$ cat src/rtl/stream_packer.sv
// Width upsizer: packs RATIO consecutive DATA_WIDTH beats into one wide word with
// per-lane keep and a last flag. Partial words flush on in_last or an idle timeout.
module stream_packer #(
    parameter int DATA_WIDTH = 8,
    parameter int RATIO      = 4,
    parameter int TIMEOUT    = 16
) (
    input  logic                          clk,
    input  logic                          rst,
    input  logic                          in_valid,
    input  logic [DATA_WIDTH-1:0]         in_data,
    input  logic                          in_last,
    output logic                          in_ready,
    output logic                          out_valid,
    output logic [DATA_WIDTH*RATIO-1:0]   out_data,
    output logic [RATIO-1:0]              out_keep,
    output logic                          out_last,
    input  logic                          out_ready
);

    localparam int LW = $clog2(RATIO + 1);

    logic [RATIO-1:0][DATA_WIDTH-1:0] acc_data_reg, acc_data_next;
    logic [RATIO-1:0]                 acc_keep_reg, acc_keep_next;
    logic [LW-1:0]                    lane_cnt_reg, lane_cnt_next;
    logic                             acc_last_reg, acc_last_next;
    logic                             acc_done_reg, acc_done_next;

    logic [DATA_WIDTH*RATIO-1:0]      out_data_reg, out_data_next;
    logic [RATIO-1:0]                 out_keep_reg, out_keep_next;
    logic                             out_last_reg, out_last_next;
    logic                             out_valid_reg, out_valid_next;

    logic                             accept;
    logic                             slot_free;
    logic                             beat_completes;
    logic                             timeout_fire;
    logic                             complete;
    logic                             load_out;
    logic [RATIO-1:0][DATA_WIDTH-1:0] merged_data;
    logic [RATIO-1:0]                 merged_keep;
    logic                             merged_last;

    assign in_ready  = !acc_done_reg;
    assign accept    = in_valid && in_ready;
    assign slot_free = !out_valid_reg || out_ready;

    // Accumulator contents as they would look with the current beat written in.
    generate
        for (genvar gi = 0; gi < RATIO; gi++) begin : g_lane
            logic lane_hit;
            assign lane_hit        = accept && (lane_cnt_reg == LW'(gi));
            assign merged_data[gi] = lane_hit ? in_data : acc_data_reg[gi];
            assign merged_keep[gi] = lane_hit | acc_keep_reg[gi];
        end
    endgenerate

    assign merged_last    = acc_last_reg | (accept & in_last);
    assign beat_completes = accept && ((lane_cnt_reg == LW'(RATIO - 1)) || in_last);
    assign complete       = beat_completes || timeout_fire;

    generate
        if (TIMEOUT > 0) begin : g_timeout
            localparam int IW = $clog2(TIMEOUT + 1);
            logic [IW-1:0] idle_cnt_reg;

            // An accepted beat in the expiry cycle wins; the timeout only fires on a true idle cycle.
            assign timeout_fire = !accept && !acc_done_reg && (lane_cnt_reg != '0)
                                  && (idle_cnt_reg == IW'(TIMEOUT));

            always_ff @(posedge clk or negedge rst) begin
                if (!rst) begin
                    idle_cnt_reg <= '0;
                end else if (timeout_fire || accept || acc_done_reg || (lane_cnt_reg == '0)) begin
                    idle_cnt_reg <= '0;
                end else if (idle_cnt_reg != IW'(TIMEOUT)) begin
                    idle_cnt_reg <= idle_cnt_reg + IW'(1);
                end
            end
        end else begin : g_no_timeout
            assign timeout_fire = 1'b0;
        end
    endgenerate

    always_comb begin
        acc_data_next  = acc_data_reg;
        acc_keep_next  = acc_keep_reg;
        lane_cnt_next  = lane_cnt_reg;
        acc_last_next  = acc_last_reg;
        acc_done_next  = acc_done_reg;
        out_data_next  = out_data_reg;
        out_keep_next  = out_keep_reg;
        out_last_next  = out_last_reg;
        out_valid_next = out_valid_reg;
        load_out       = 1'b0;

        if (acc_done_reg) begin
            // A finished word is parked in the accumulator waiting for the output slot.
            if (slot_free) begin
                load_out       = 1'b1;
                out_data_next  = acc_data_reg;
                out_keep_next  = acc_keep_reg;
                out_last_next  = acc_last_reg;
                acc_data_next  = '0;
                acc_keep_next  = '0;
                lane_cnt_next  = '0;
                acc_last_next  = 1'b0;
                acc_done_next  = 1'b0;
            end
        end else if (complete) begin
            if (slot_free) begin
                load_out       = 1'b1;
                out_data_next  = merged_data;
                out_keep_next  = merged_keep;
                out_last_next  = merged_last;
                acc_data_next  = '0;
                acc_keep_next  = '0;
                lane_cnt_next  = '0;
                acc_last_next  = 1'b0;
            end else begin
                acc_data_next  = merged_data;
                acc_keep_next  = merged_keep;
                acc_last_next  = merged_last;
                lane_cnt_next  = lane_cnt_reg + (accept ? LW'(1) : LW'(0));
                acc_done_next  = 1'b1;
            end
        end else if (accept) begin
            acc_data_next = merged_data;
            acc_keep_next = merged_keep;
            lane_cnt_next = lane_cnt_reg + LW'(1);
        end

        if (load_out) begin
            out_valid_next = 1'b1;
        end else if (out_ready) begin
            out_valid_next = 1'b0;
        end
    end

    always_ff @(posedge clk or negedge rst) begin
        if (!rst) begin
            acc_data_reg  <= '0;
            acc_keep_reg  <= '0;
            lane_cnt_reg  <= '0;
            acc_last_reg  <= 1'b0;
            acc_done_reg  <= 1'b0;
            out_data_reg  <= '0;
            out_keep_reg  <= '0;
            out_last_reg  <= 1'b0;
            out_valid_reg <= 1'b0;
        end else begin
            acc_data_reg  <= acc_data_next;
            acc_keep_reg  <= acc_keep_next;
            lane_cnt_reg  <= lane_cnt_next;
            acc_last_reg  <= acc_last_next;
            acc_done_reg  <= acc_done_next;
            out_data_reg  <= out_data_next;
            out_keep_reg  <= out_keep_next;
            out_last_reg  <= out_last_next;
            out_valid_reg <= out_valid_next;
        end
    end

    assign out_valid = out_valid_reg;
    assign out_data  = out_data_reg;
    assign out_keep  = out_keep_reg;
    assign out_last  = out_last_reg;

endmodule
$ cat config.mk
export PLATFORM = sky130hd
export DESIGN_NAME = stream_packer
export DESIGN_NICKNAME = d
export VERILOG_FILES = /design/src/rtl/stream_packer.sv
export SDC_FILE = /design/constraint.sdc
export NUM_CORES = 1
export LEC_CHECK = 0
export BUFFER_PORTS_ARGS = -buffer_cell sky130_fd_sc_hd__buf_2
export CORE_ASPECT_RATIO = 1.75
export CORE_UTILIZATION = 51
export CTS_CLUSTER_DIAMETER = 100
export DETAILED_ROUTE_END_ITERATION = 10
export PLACE_DENSITY_LB_ADDON = 0.3
export SYNTH_ARGS = -nofsm -noshare
export SYNTH_HDL_FRONTEND = slang
export SYNTH_SLANG_ARGS = --single-unit
$ cat constraint.sdc
create_clock -name clk -period 1.8 [get_ports clk]
set_clock_uncertainty 0.1 [all_clocks]
set_input_delay 0.36 -clock clk [delete_from_list [all_inputs] [get_ports clk]]
set_output_delay 0.36 -clock clk [all_outputs]
set_load 0.02 [all_outputs]
==> key figures <==
STA
  • Fin crit share: 110%
  • FMAX: between 500 and 600 MHz
  • Tightest Pin Transition: between 0.4 and 0.5 ns
  • Slew Limit Headroom: a little over two thirds
  • Tmin final: just under 2 ns
  • Fin Setup TNS: -9.47 ns
  • Final setup margin: -0.180 ns
  • Max Slew Vio Count: 0
  • RSZ-0062 raised after global routing: yes
  • Endpoints failing setup: 77
  • Final Hold Fails: 0

Logic synthesis
  • Mapped Area: around 0.0035 mm²
  • Avg Inst Size Synth: roughly 11 µm²
  • Post-synth EDFFs: 0
  • Post-Synthesis Cells: 329
  • Primary FF master, synth: dfrtp_1
  • Yosys warning count: 0
  • Synth cell types: 35
  • Asr flop ratio synth: 100%
  • Sequential share of the synthesized area: 59.7%
  • Net Count, Synth: ~350
  • Synth Register Bits: 84

Power
  • Worst vdd ir: 1.02 mV
  • Pwr Density: about 1700 mW/mm²
  • Pleak: around 2.3 nW
  • Tot Pwr: 0.00782 W

Clock tree
  • CTS tree: built
  • CTS buffer count: 9
  • Clock-pin slew of the registers on the worst-case setup and hold paths: roughly 0.060 ns
  • Worst skew pair latency: between 0.3 and 0.4 ns
  • CTS Sinks: 84
  • Max clock buf depth: 2
  • Root buf cell: clkbuf_16
  • CTS H-tree lvls: 3

Place
  • Placed Area: between 0.004 and 0.005 mm²
  • DP Cell Count: ~480
  • Gpl congestion: about 0.86
  • Port-buffer cells: just over 50
  • Dpl hpwl: around 5500 µm

Worst setup path
  • Worst Setup SP: lane_cnt_reg[0]$_DFFE_PN0P_
  • FF-to-FF Start: lane_cnt_reg[0]$_DFFE_PN0P_
  • Reg2reg end: out_data[25]$_DFFE_PN0P_
  • Flop-to-flop setup slack: -0.18 ns
  • Slowest stage delay, CP: about 0.41 ns
  • Crit path kind: reg -> reg
  • CP cell instances: inv_2 > ha_4 > nor2b_4 > o311a_1 > or2_4 > buf_12 > nand2_1 > o21ai_1
  • Worst Setup End Kind: flip-flop
  • Critical path required time: between 1.5 and 2 ns
  • CP startpoint kind: flip-flop
  • Worst-case reg-to-reg path depth: 8
  • Max Fanout on Critical Path: 26
  • CP Data Arrival Time: about 2.1 ns
  • Slowest CP cell: dfrtp_1

Worst hold path
  • Hold depth: 3
  • Hold path start: in_data[2]
  • Hold Path Class: in -> reg
  • Hold Crit Endpoint: acc_data_reg[26]$_DFFE_PN0P_

Layout
  • N_diodes: 0
  • Final cell count without fillers: approximately 500
  • Register area: roughly 0.0021 mm²
  • Most common cell after layout, fill and taps aside: dfrtp_1
  • Post-layout instance area: about 0.0047 mm²
  • Final core utilization: ~72%
  • # nets final: between 400 and 500
  • Most frequent cells in the layout: 84 x dfrtp_1, 50 x buf_2, 46 x nand2_1
  • Area Overhead vs Synth: 34.1%
  • Filler instances: roughly 480
  • Footprint of the multi-input gates: roughly 0.0015 mm²
  • Proportion of layout cells with a drive suffix above 1: 33.6%

Detailed routing
  • Post-route DRC: 0
  • DR vias: ~2800
  • Post-DR vias/cell: about 5.5
  • Routed wire length: roughly 8700 µm
  • Wire length per cell: about 17 µm
  • Initial drt markers: between 100 and 150
  • Number of nets with antenna violations after routing: 0
  • TritonRoute pass-1 iters: 4

Die
  • Die width: ~65 µm
  • Rows: 39
  • Core area: approximately 0.0066 mm²
  • Initial Util: a little over half
  • Die Y-Extent: 112 µm
  • Die area: 0.00725 mm²
  • Num ports: 52

GRT
  • GRT Total Usage: 25.7%
  • Total global routing overflow: 0
  • First-pass GRT wire length: 13700 µm
  • Largest net degree at the start of global routing: 85
  • Vias in the first global route: approximately 2800
  • Initial antenna violation count: 0

Run status
  • Status: finished with violations
  • Failing checks: negative setup slack

Run
  • Max-cap viol count: 0
## power by group
part           internal (W)  switching [W]  total, W
logic               0.00129        0.00179   0.00308
registers           0.00254       0.000326   0.00287
clock network       0.00118       0.000696   0.00188
total               0.00501        0.00281   0.00782
## cell families (layout without fill, tap and decap cells)
logic type | Yosys count | count (layout) | share of synthesized area, %
compound gates | 61 | 61 | 9.92
xor+xnor | 3 | 3 | 0.747
fa+ha+maj | 9 | 9 | 3.20
buf+inv | 26 | 119 | 4.16
flops | 84 | 84 | 59.7
mux | 28 | 28 | 7.96
simple gates | 118 | 118 | 14.3
## layer usage
layer / GRT usage, % / share of wire [%] / wire length (µm)
met5: 0 / 0 / 0
met4: 15.9 / 4.1 / 354
met3: 5.02 / 3.0 / 264
met2: 42.2 / 52 / 4550
met1: 30.4 / 40 / 3500
## synthesized netlist by cell type (2+ instances only)
master,number,area share [%]
nand3_1,13,1.8
a21oi_1,4,0.57
buf_6,5,1.6
nor2_1,45,4.8
inv_1,8,0.85
dfrtp_1,84,60
nand2b_1,4,0.71
ha_1,9,3.2
xor2_1,2,0.50
and3_1,2,0.36
mux2i_1,28,8.0
o21ai_1,37,5.3
buf_2,9,1.3
nor2b_1,2,0.36
o22ai_1,4,0.71
a31oi_1,5,0.89
o21ai_0,3,0.43
nand2_1,46,4.9
clkbuf_1,3,0.32
## cell type report
cell class,count,area share [%]
inverter,9,0.716
clock buffer,14,5.81
timing repair buffer,95,15.3
sequential,84,44.6
clock inverter,1,0.636
tap,82,2.17
multi-input combinational,219,30.8
## critical path: cells and delay by family, from the launching register on
kind	cells	cell delay, ns
adders and majority gates	1	0.15
buffers and inverters	2	0.25
and+or+nand+nor	3	0.50
AOI/OAI and AO/OA	2	0.45
DFF	1	0.41
## stage by stage
| stage | worst slack, ns | hold WS [ns] |
|---|---|---|
| floorplan | -0.168 | -0.0356 |
| global placement | -0.228 | 0.325 |
| detailed placement | -0.281 | 0.327 |
| CTS | -0.153 | 0.223 |
| global route | -0.257 | 0.234 |
| finish | -0.180 | 0.224 |
## how the worst max path moves through the flow
stage | to | cells after the start
2_1_floorplan | acc_data_reg[26]$_DFFE_PN0P_ | 9
3_3_place_gp | out_data[9]$_DFFE_PN0P_ | 8
3_5_place_dp | out_data[21]$_DFFE_PN0P_ | 8
4_1_cts | out_data[25]$_DFFE_PN0P_ | 8
5_1_grt | acc_data_reg[9]$_DFFE_PN0P_ | 9
6_report | out_data[25]$_DFFE_PN0P_ | 8
## what timing repair did
action                     4_1_cts  5_1_grt
pin swaps                        7        6
buffers inserted                 5        4
setup endpoints to repair       77       77
hold endpoints to repair        84        0
cloned                           2        0
resized for setup               20       25
hold buffers                     1        0
(Power assumes the default switching activity.)
